### src/rtl/cpu_bus_arbiter_pkg.sv
// -----------------------------------------------------------------------------
// cpu_bus_arbiter_pkg
// Shared types for the CPU bus arbiter slice: the owner encoding used by the
// grant logic and the tag FIFO, the tag record stored per outstanding
// transaction, bus widths, and the fixed-priority grant helper.
//
// Optional feature macro: ARB_FLUSH_DISCARD_EN
//    When defined, each tag carries a discard bit that lets a pipeline flush
//    silently swallow responses to instruction fetches already on the bus.
// -----------------------------------------------------------------------------
package cpu_bus_arbiter_pkg;

   localparam int ADDR_W = 32;
   localparam int DATA_W = 32;
   localparam int SIZE_W = 2;

   // Which master a transaction belongs to.
   typedef enum logic {
      OWN_INST = 1'b0,
      OWN_DATA = 1'b1
   } owner_e;

`ifdef ARB_FLUSH_DISCARD_EN
   // One entry per accepted address phase, waiting for its data phase.
   typedef struct packed {
      owner_e owner;
      logic   discard;
   } tag_t;
`else
   typedef struct packed {
      owner_e owner;
   } tag_t;
`endif

   // Fixed priority: loads/stores beat instruction fetch whenever both ask.
   function automatic owner_e pick_owner(input logic data_req);
      return data_req ? OWN_DATA : OWN_INST;
   endfunction

endpackage

### src/rtl/cpu_bus_arbiter_if.sv
// -----------------------------------------------------------------------------
// cpu_bus_arbiter_if
// One sram-like port: request channel (req/wr/size/addr/wdata) driven by the
// master, address and data handshakes plus read data driven by the slave.
//
// Modports:
//    master : drives req, wr, size, addr, wdata; receives addr_ok, data_ok, rdata
//    slave  : the mirror image
// -----------------------------------------------------------------------------
interface cpu_bus_arbiter_if;
   import cpu_bus_arbiter_pkg::*;

   logic              req;
   logic              wr;
   logic [SIZE_W-1:0] size;
   logic [ADDR_W-1:0] addr;
   logic [DATA_W-1:0] wdata;
   logic              addr_ok;
   logic              data_ok;
   logic [DATA_W-1:0] rdata;

   modport master (
      output req, wr, size, addr, wdata,
      input  addr_ok, data_ok, rdata
   );

   modport slave (
      input  req, wr, size, addr, wdata,
      output addr_ok, data_ok, rdata
   );

endinterface

### src/rtl/cpu_bus_arbiter_arb_tag_fifo.sv
// -----------------------------------------------------------------------------
// arb_tag_fifo
// In-order record of which master owns each accepted-but-unanswered bus
// transaction. The arbiter pushes on every address handshake and pops on every
// data handshake, so the head always names the master the current response
// belongs to.
//
// Parameters:
//    OST_DEPTH  : entries, power of two in 2..8
// Ports:
//    clk, resetn     : clock, asynchronous active-low reset
//    push, push_tag  : write a tag at the tail (ignored when full)
//    pop             : drop the head (ignored when empty)
//    flush_mark      : mark every live instruction-owned entry as discard
//                      (only acts when ARB_FLUSH_DISCARD_EN is defined)
//    full, empty     : occupancy flags
//    head            : tag at the read pointer
// -----------------------------------------------------------------------------
module arb_tag_fifo
   import cpu_bus_arbiter_pkg::*;
#(
   parameter int OST_DEPTH = 2
) (
   input  logic clk,
   input  logic resetn,
   input  logic push,
   input  tag_t push_tag,
   input  logic pop,
   input  logic flush_mark,
   output logic full,
   output logic empty,
   output tag_t head
);

   localparam int PTR_W = (OST_DEPTH > 1) ? $clog2(OST_DEPTH) : 1;
   localparam int CNT_W = PTR_W + 1;

   tag_t             mem_q [OST_DEPTH];
   tag_t             mem_d [OST_DEPTH];
   logic [PTR_W-1:0] wr_ptr_q, wr_ptr_d;
   logic [PTR_W-1:0] rd_ptr_q, rd_ptr_d;
   logic [CNT_W-1:0] count_q, count_d;
   logic             push_en;
   logic             pop_en;

   assign full    = (count_q == CNT_W'(OST_DEPTH));
   assign empty   = (count_q == '0);
   assign head    = mem_q[rd_ptr_q];
   assign push_en = push && !full;
   assign pop_en  = pop && !empty;

`ifdef ARB_FLUSH_DISCARD_EN
   logic [PTR_W-1:0] offset;
`else
   logic unused_flush_mark;
   assign unused_flush_mark = flush_mark;
`endif

   // Next-state for storage, pointers and count. Pointers are PTR_W bits wide
   // and the depth is a power of two, so plain increment wraps at the depth.
   // Flush marking is applied before the push so a tag entering in the same
   // cycle as a flush starts out clean.
   always_comb begin
      mem_d    = mem_q;
      wr_ptr_d = wr_ptr_q;
      rd_ptr_d = rd_ptr_q;
      count_d  = count_q;
`ifdef ARB_FLUSH_DISCARD_EN
      offset   = '0;
      if (flush_mark) begin
         for (int i = 0; i < OST_DEPTH; i++) begin
            offset = PTR_W'(i) - rd_ptr_q;
            if (({1'b0, offset} < count_q) && (mem_q[i].owner == OWN_INST)) begin
               mem_d[i].discard = 1'b1;
            end
         end
      end
`endif
      if (push_en) begin
         mem_d[wr_ptr_q] = push_tag;
         wr_ptr_d        = wr_ptr_q + PTR_W'(1);
      end
      if (pop_en) begin
         rd_ptr_d = rd_ptr_q + PTR_W'(1);
      end
      case ({push_en, pop_en})
         2'b10:   count_d = count_q + CNT_W'(1);
         2'b01:   count_d = count_q - CNT_W'(1);
         default: count_d = count_q;
      endcase
   end

   // State registers; reset abandons every outstanding tag.
   always_ff @(posedge clk or negedge resetn) begin
      if (!resetn) begin
         for (int i = 0; i < OST_DEPTH; i++) begin
            mem_q[i] <= '0;
         end
         wr_ptr_q <= '0;
         rd_ptr_q <= '0;
         count_q  <= '0;
      end else begin
         mem_q    <= mem_d;
         wr_ptr_q <= wr_ptr_d;
         rd_ptr_q <= rd_ptr_d;
         count_q  <= count_d;
      end
   end

endmodule

### src/rtl/cpu_bus_arbiter.sv
// -----------------------------------------------------------------------------
// cpu_bus_arbiter
// Merges the instruction-fetch and load/store sram-like ports onto a single
// sram-like bus. Data has fixed priority over inst; once a request is shown on
// the bus without an address handshake, the owner is locked until it is
// accepted so a held request is never re-steered. Responses return in order
// and are steered to the right master by a tag FIFO with zero added latency.
//
// Parameters:
//    OST_DEPTH : maximum outstanding accepted transactions (power of two 2..8)
// Ports:
//    clk, resetn : clock, asynchronous active-low reset
//    flush       : exception/eret flush pulse from writeback
//    inst        : fetch port (slave side of the interface)
//    data        : load/store port (slave side of the interface)
//    bus         : shared downstream port (master side of the interface)
//
// Optional feature macro: ARB_FLUSH_DISCARD_EN
//    When defined, flush marks every outstanding fetch so its response is
//    consumed from the bus without raising inst.data_ok. When undefined, flush
//    is ignored and every response is delivered.
// -----------------------------------------------------------------------------
module cpu_bus_arbiter
   import cpu_bus_arbiter_pkg::*;
#(
   parameter int OST_DEPTH = 2
) (
   input  logic              clk,
   input  logic              resetn,
   input  logic              flush,
   cpu_bus_arbiter_if.slave  inst,
   cpu_bus_arbiter_if.slave  data,
   cpu_bus_arbiter_if.master bus
);

   owner_e owner_q, owner_d;
   logic   lock_q, lock_d;
   owner_e cur_owner;
   logic   owner_req;
   logic   fifo_full;
   logic   fifo_empty;
   tag_t   fifo_head;
   tag_t   push_tag;
   logic   push;
   logic   pop;
   logic   deliver;
   logic   flush_mark;

   // Owner selection: a locked owner wins outright, otherwise the fixed
   // priority grant is decided fresh this cycle.
   always_comb begin
      cur_owner = lock_q ? owner_q : pick_owner(data.req);
      owner_req = (cur_owner == OWN_DATA) ? data.req : inst.req;
   end

   // Downstream request mux. Requests are masked while the tag FIFO is full
   // so an accepted address always has a slot to record its owner. All bus
   // outputs are held at zero while reset is asserted.
   always_comb begin
      bus.req   = 1'b0;
      bus.wr    = 1'b0;
      bus.size  = '0;
      bus.addr  = '0;
      bus.wdata = '0;
      if (resetn) begin
         bus.req = owner_req && !fifo_full;
         if (cur_owner == OWN_DATA) begin
            bus.wr    = data.wr;
            bus.size  = data.size;
            bus.addr  = data.addr;
            bus.wdata = data.wdata;
         end else begin
            bus.wr    = inst.wr;
            bus.size  = inst.size;
            bus.addr  = inst.addr;
            bus.wdata = inst.wdata;
         end
      end
   end

   assign push         = bus.req && bus.addr_ok;
   assign inst.addr_ok = push && (cur_owner == OWN_INST);
   assign data.addr_ok = push && (cur_owner == OWN_DATA);

   // Tag for the transaction being accepted; it always enters un-discarded.
   always_comb begin
      push_tag       = '0;
      push_tag.owner = cur_owner;
   end

   // A data handshake with nothing outstanding is a stray and is dropped here
   // so it neither pops the FIFO nor reaches either master.
   assign pop = resetn && bus.data_ok && !fifo_empty;

`ifdef ARB_FLUSH_DISCARD_EN
   assign flush_mark = flush;
   assign deliver    = pop && !fifo_head.discard;
`else
   logic unused_flush;
   assign unused_flush = flush;
   assign flush_mark   = 1'b0;
   assign deliver      = pop;
`endif

   assign inst.data_ok = deliver && (fifo_head.owner == OWN_INST);
   assign data.data_ok = deliver && (fifo_head.owner == OWN_DATA);
   assign inst.rdata   = inst.data_ok ? bus.rdata : '0;
   assign data.rdata   = data.data_ok ? bus.rdata : '0;

   // Lock holds exactly while a request sits on the bus unaccepted; the
   // handshake cycle clears it so the next grant is free to change.
   always_comb begin
      lock_d  = bus.req && !bus.addr_ok;
      owner_d = cur_owner;
   end

   // Owner/lock registers.
   always_ff @(posedge clk or negedge resetn) begin
      if (!resetn) begin
         owner_q <= OWN_INST;
         lock_q  <= 1'b0;
      end else begin
         owner_q <= owner_d;
         lock_q  <= lock_d;
      end
   end

   arb_tag_fifo #(
      .OST_DEPTH (OST_DEPTH)
   ) u_tag_fifo (
      .clk        (clk),
      .resetn     (resetn),
      .push       (push),
      .push_tag   (push_tag),
      .pop        (pop),
      .flush_mark (flush_mark),
      .full       (fifo_full),
      .empty      (fifo_empty),
      .head       (fifo_head)
   );

endmodule

### src/flat_wrapper.sv
// flat-port wrapper written by rule: the top's interface ports become plain ports
module cpu_bus_arbiter_flat import cpu_bus_arbiter_pkg::*;
#(
   parameter int OST_DEPTH = 2
)
  (clk, resetn, flush, inst_req, inst_wr, inst_size, inst_addr, inst_wdata, inst_addr_ok, inst_data_ok, inst_rdata, data_req, data_wr, data_size, data_addr, data_wdata, data_addr_ok, data_data_ok, data_rdata, bus_req, bus_wr, bus_size, bus_addr, bus_wdata, bus_addr_ok, bus_data_ok, bus_rdata);
  cpu_bus_arbiter_if inst_i ();
  cpu_bus_arbiter_if data_i ();
  cpu_bus_arbiter_if bus_i ();
  input  logic clk;
  input  logic resetn;
  input  logic flush;
  input wire logic [$bits(inst_i.req)-1:0] inst_req;
  input wire logic [$bits(inst_i.wr)-1:0] inst_wr;
  input wire logic [$bits(inst_i.size)-1:0] inst_size;
  input wire logic [$bits(inst_i.addr)-1:0] inst_addr;
  input wire logic [$bits(inst_i.wdata)-1:0] inst_wdata;
  output wire logic [$bits(inst_i.addr_ok)-1:0] inst_addr_ok;
  output wire logic [$bits(inst_i.data_ok)-1:0] inst_data_ok;
  output wire logic [$bits(inst_i.rdata)-1:0] inst_rdata;
  input wire logic [$bits(data_i.req)-1:0] data_req;
  input wire logic [$bits(data_i.wr)-1:0] data_wr;
  input wire logic [$bits(data_i.size)-1:0] data_size;
  input wire logic [$bits(data_i.addr)-1:0] data_addr;
  input wire logic [$bits(data_i.wdata)-1:0] data_wdata;
  output wire logic [$bits(data_i.addr_ok)-1:0] data_addr_ok;
  output wire logic [$bits(data_i.data_ok)-1:0] data_data_ok;
  output wire logic [$bits(data_i.rdata)-1:0] data_rdata;
  output wire logic [$bits(bus_i.req)-1:0] bus_req;
  output wire logic [$bits(bus_i.wr)-1:0] bus_wr;
  output wire logic [$bits(bus_i.size)-1:0] bus_size;
  output wire logic [$bits(bus_i.addr)-1:0] bus_addr;
  output wire logic [$bits(bus_i.wdata)-1:0] bus_wdata;
  input wire logic [$bits(bus_i.addr_ok)-1:0] bus_addr_ok;
  input wire logic [$bits(bus_i.data_ok)-1:0] bus_data_ok;
  input wire logic [$bits(bus_i.rdata)-1:0] bus_rdata;
  assign inst_i.req = inst_req;
  assign inst_i.wr = inst_wr;
  assign inst_i.size = inst_size;
  assign inst_i.addr = inst_addr;
  assign inst_i.wdata = inst_wdata;
  assign inst_addr_ok = inst_i.addr_ok;
  assign inst_data_ok = inst_i.data_ok;
  assign inst_rdata = inst_i.rdata;
  assign data_i.req = data_req;
  assign data_i.wr = data_wr;
  assign data_i.size = data_size;
  assign data_i.addr = data_addr;
  assign data_i.wdata = data_wdata;
  assign data_addr_ok = data_i.addr_ok;
  assign data_data_ok = data_i.data_ok;
  assign data_rdata = data_i.rdata;
  assign bus_req = bus_i.req;
  assign bus_wr = bus_i.wr;
  assign bus_size = bus_i.size;
  assign bus_addr = bus_i.addr;
  assign bus_wdata = bus_i.wdata;
  assign bus_i.addr_ok = bus_addr_ok;
  assign bus_i.data_ok = bus_data_ok;
  assign bus_i.rdata = bus_rdata;
  cpu_bus_arbiter #(.OST_DEPTH(OST_DEPTH)) u_core (.clk(clk), .resetn(resetn), .flush(flush), .inst(inst_i), .data(data_i), .bus(bus_i));
endmodule
### config.mk
export PLATFORM = sky130hd
export DESIGN_NAME = cpu_bus_arbiter_flat
export DESIGN_NICKNAME = d
export VERILOG_FILES = /design/src/rtl/cpu_bus_arbiter_pkg.sv /design/src/rtl/cpu_bus_arbiter_if.sv /design/src/rtl/cpu_bus_arbiter_arb_tag_fifo.sv /design/src/rtl/cpu_bus_arbiter.sv /design/src/flat_wrapper.sv
export SDC_FILE = /design/constraint.sdc
export NUM_CORES = 1
export LEC_CHECK = 0
export CAP_MARGIN = 15
export CORE_AREA = 8 8 114 116
export DETAILED_ROUTE_END_ITERATION = 16
export DIE_AREA = 0 0 122 124
export DONT_BUFFER_PORTS = 1
export SYNTH_ARGS = -nofsm -noshare
export SYNTH_HDL_FRONTEND = slang
export SYNTH_SLANG_ARGS = --single-unit
### constraint.sdc
create_clock -name clk -period 1.7 [get_ports clk]
set_input_delay 0.34 -clock clk [delete_from_list [all_inputs] [get_ports clk]]
set_output_delay 0.34 -clock clk [all_outputs]
set_load 0.03 [all_outputs]
==> results.cfg <==
[status]
outcome = finished with violations
failed_checks = negative setup slack

[setup_path]
critPathKind = flop to output pin
end_kind = output pin
crit_buf_inv = 4
cp.required_ns = 1.36
crit_arrival_ns = 1.72
slowest_stage = dfrtp_1
slowest_delay_ns = 0.40
path_max_fanout = 13
critPathTopFamily = buffers and inverters
start_kind = flop
cp_common_cell = buf_12
path_cells = mux2i_4, buf_12, inv_12, buf_12, nand2_1, a21boi_4, buf_12

[global_routing]
grt_overflow = 0
grt_use_total = 0.154
antenna_found_initial = 3
grt_pass1_wl_um = 18300
grt_max_degree = 72
first_global_vias = 3365

[synth]
yosysWarnings = 0
synthDistinctLibCells = 29
avgSynthCellArea_um2 = 5.46
yosysMostFrequentCell = nand2_1
netlist_top_cells_count = nand2_1, nor2_1, a21boi_0, a21boi_1, clkbuf_1
yosys-top-cells-area = nand2_1, a21boi_0, nor2_1, dfrtp_1, a21boi_1
synth_seq_cells = 8
synthFlopType = dfrtp_1
synthesis.area_mm2 = 0.00200
synth-edff-count = 0
ys_seq_area_frac = 0.100
async_flop_share = 1.00
netlist_instances = 366
synthDominantCellAreaShare = 0.312
synth_area_leader_cell = nand2_1
synth_nets = 540

[layout]
regArea_um2 = 200
fin_nets = 681
fillCellCount = 993
drive_above_1_share = 0.721
final_core_util = 0.475
syn2layout_area_growth_pct = 166
multi_input_area_mm2 = 0.00273

[placement]
hpwl_um = 9560
place_congestion = 0.853
io_buffers = 0

[pwr]
intPower_mw = 2.94
p_per_area_mw_per_mm2 = 1160
power_switching_mw = 3.23
swShare = 0.523
ir_worst_vdd_uv = 972
clkPwrFrac = 0.064
p_leak_nw = 2.16
combPwrFrac = 0.875
power_frac_seq = 0.061

[sta]
final_max_slew_viol_count = 0
rsz0062_at_grt = yes
min_period_over_period = 1.21
fin_ws_ns = -0.362
setup_viol = 139
min_period_ns = 2.06
relSlewSlack = 0.730
worst_pin_slew_ns = 0.404
fmax_mhz = 485
hold_viol_final = 0
fin_skew_ns = 0.00171
finalSetupTns_ns = -28.02
worst_hold_slack_ns = 0.191

[floorplan]
initial_core_util = 0.179
core_mm2 = 0.0112
die_w_um = 122
die_h_um = 124
die_area_mm2 = 0.0151
rows = 39
pin_count = 309

[clock_tree]
h-tree-depth = 1
cts.sinks = 8
path_clk_slew_ns = 0.04
clk_latency_ns = 0.23
cts_max_path_buffers = 2
cts_tree = built
cts_buffers = 3
cts_root_buffer = clkbuf_16

[drt]
ant_nets = 0
drc = 0
first_iter_violations = 129
wl_um = 15100
wl_per_cell_um = 23.2
vias_per_cell = 4.93
num_vias = 3205
dr.pass1.iters = 4

[flow_run]
max_cap_violations = 0

[min_path]
min_path_type = primary input to flop
[state kept, by name (all words and copies together) (netlist names)]
signal and flops:
u_core.u_tag_fifo.wr_ptr_q 1, u_core.u_tag_fifo.mem_q 2, u_core.u_tag_fifo.count_q 2, u_core.u_tag_fifo.rd_ptr_q 1
u_core.lock_q 1, u_core.owner_q 1
[worst paths after layout]
path	endpoint	startpoint	depth (start not counted)	slack (ns)
worst min register to register	u_core.u_tag_fifo.count_q[1]	u_core.u_tag_fifo.count_q[1]	2	0.61
max in group asynchronous	u_core.u_tag_fifo.rd_ptr_q	resetn	1	0.94
worst min-delay path	u_core.lock_q	bus_addr_ok	1	0.19
worst max register to register	u_core.u_tag_fifo.mem_q[0]	u_core.lock_q	8	-0.13
worst max-delay path	bus_addr[2]	u_core.lock_q	7	-0.36
min in group asynchronous	u_core.u_tag_fifo.wr_ptr_q	resetn	1	0.48
[stage by stage]
stage	instance area, um2	cells	setup WS, ns	power (mW)
after floorplan	2390	366	-0.0668	2.26
after global placement	3520	612	-0.127	3.12
after detailed placement	3520	612	-0.169	3.20
after CTS	4400	640	-0.350	5.06
after global routing	5310	650	-0.374	6.45
final	5310	650	-0.362	6.18
[area by class of cell]
class / count / share of cell area
inverters: 1 / 0.00306
repair inverters: 1 / 0.00165
diodes: 2 / 0.000943
clock buffers: 3 / 0.0141
well taps: 143 / 0.0337
flip-flops and latches: 8 / 0.0377
repair buffers: 167 / 0.395
multi-input cells: 325 / 0.514
[cells in the final DEF, fill, tap and decap left out, types with 2 or more instances in the layout]
master     instances
mux2_4             2
buf_6            117
nor2_2             5
buf_12            15
buf_16             5
nand2_1          121
nand2_2           33
o31ai_4            2
nand2_4           12
and2_4             2
a21boi_2          48
nor2_4            62
nand2b_1           2
clkbuf_16          9
buf_4             22
xor2_1             2
a21boi_4          19
xnor2_1            2
mux2i_4            2
diode_2            2
dfrtp_1            8
[kinds of logic after synthesis]
kind of cell / share of synthesized area
flip-flops: 0.100
adder cells (fa/ha/maj): 0.00626
AND/OR/NAND/NOR: 0.471
multiplexers: 0.0276
AO/OA/AOI/OAI: 0.274
XOR/XNOR: 0.0219
buffers and inverters: 0.0990
[repair_timing]
item,in CTS,in global routing
gates resized for setup,115,223
setup endpoints to repair,137,139
cloned,9,8
buffers inserted,15,5
endpoints found under the hold margin,8,0
pin swaps,20,90
hold buffers,1,0
[metal layers]
metal / wire [um] / part of all wire / vias to the layer above / global-route usage
li1: - / - / 1447 / -
met1: 4850 / 0.32 / 1498 / 0.148
met2: 7960 / 0.53 / 226 / 0.298
met3: 1880 / 0.12 / 32 / 0.0580
met4: 387 / 0.026 / 2 / 0.0439
met5: 12 / 0.00080 / - / 0
[worst register-to-register path: stages, from the launching register on]
cell and delay (ns):
dfrtp_1 0.40, buf_4 0.15, nand3b_1 0.11, nand4_1 0.13, buf_4 0.16, buf_4 0.12, buf_4 0.14, nor3b_4 0.18
mux2_4 0.31
[power groups by stage]
| stage | logic [mW] | clock network, mW | registers [mW] |
|---|---|---|---|
| floorplan | 1.91 | 0 | 0.346 |
| global placement | 2.77 | 0 | 0.348 |
| detailed placement | 2.85 | 0 | 0.356 |
| CTS | 4.28 | 0.405 | 0.372 |
| global route | 5.65 | 0.410 | 0.387 |
| finish | 5.40 | 0.395 | 0.377 |
(Power assumes the default switching activity.)
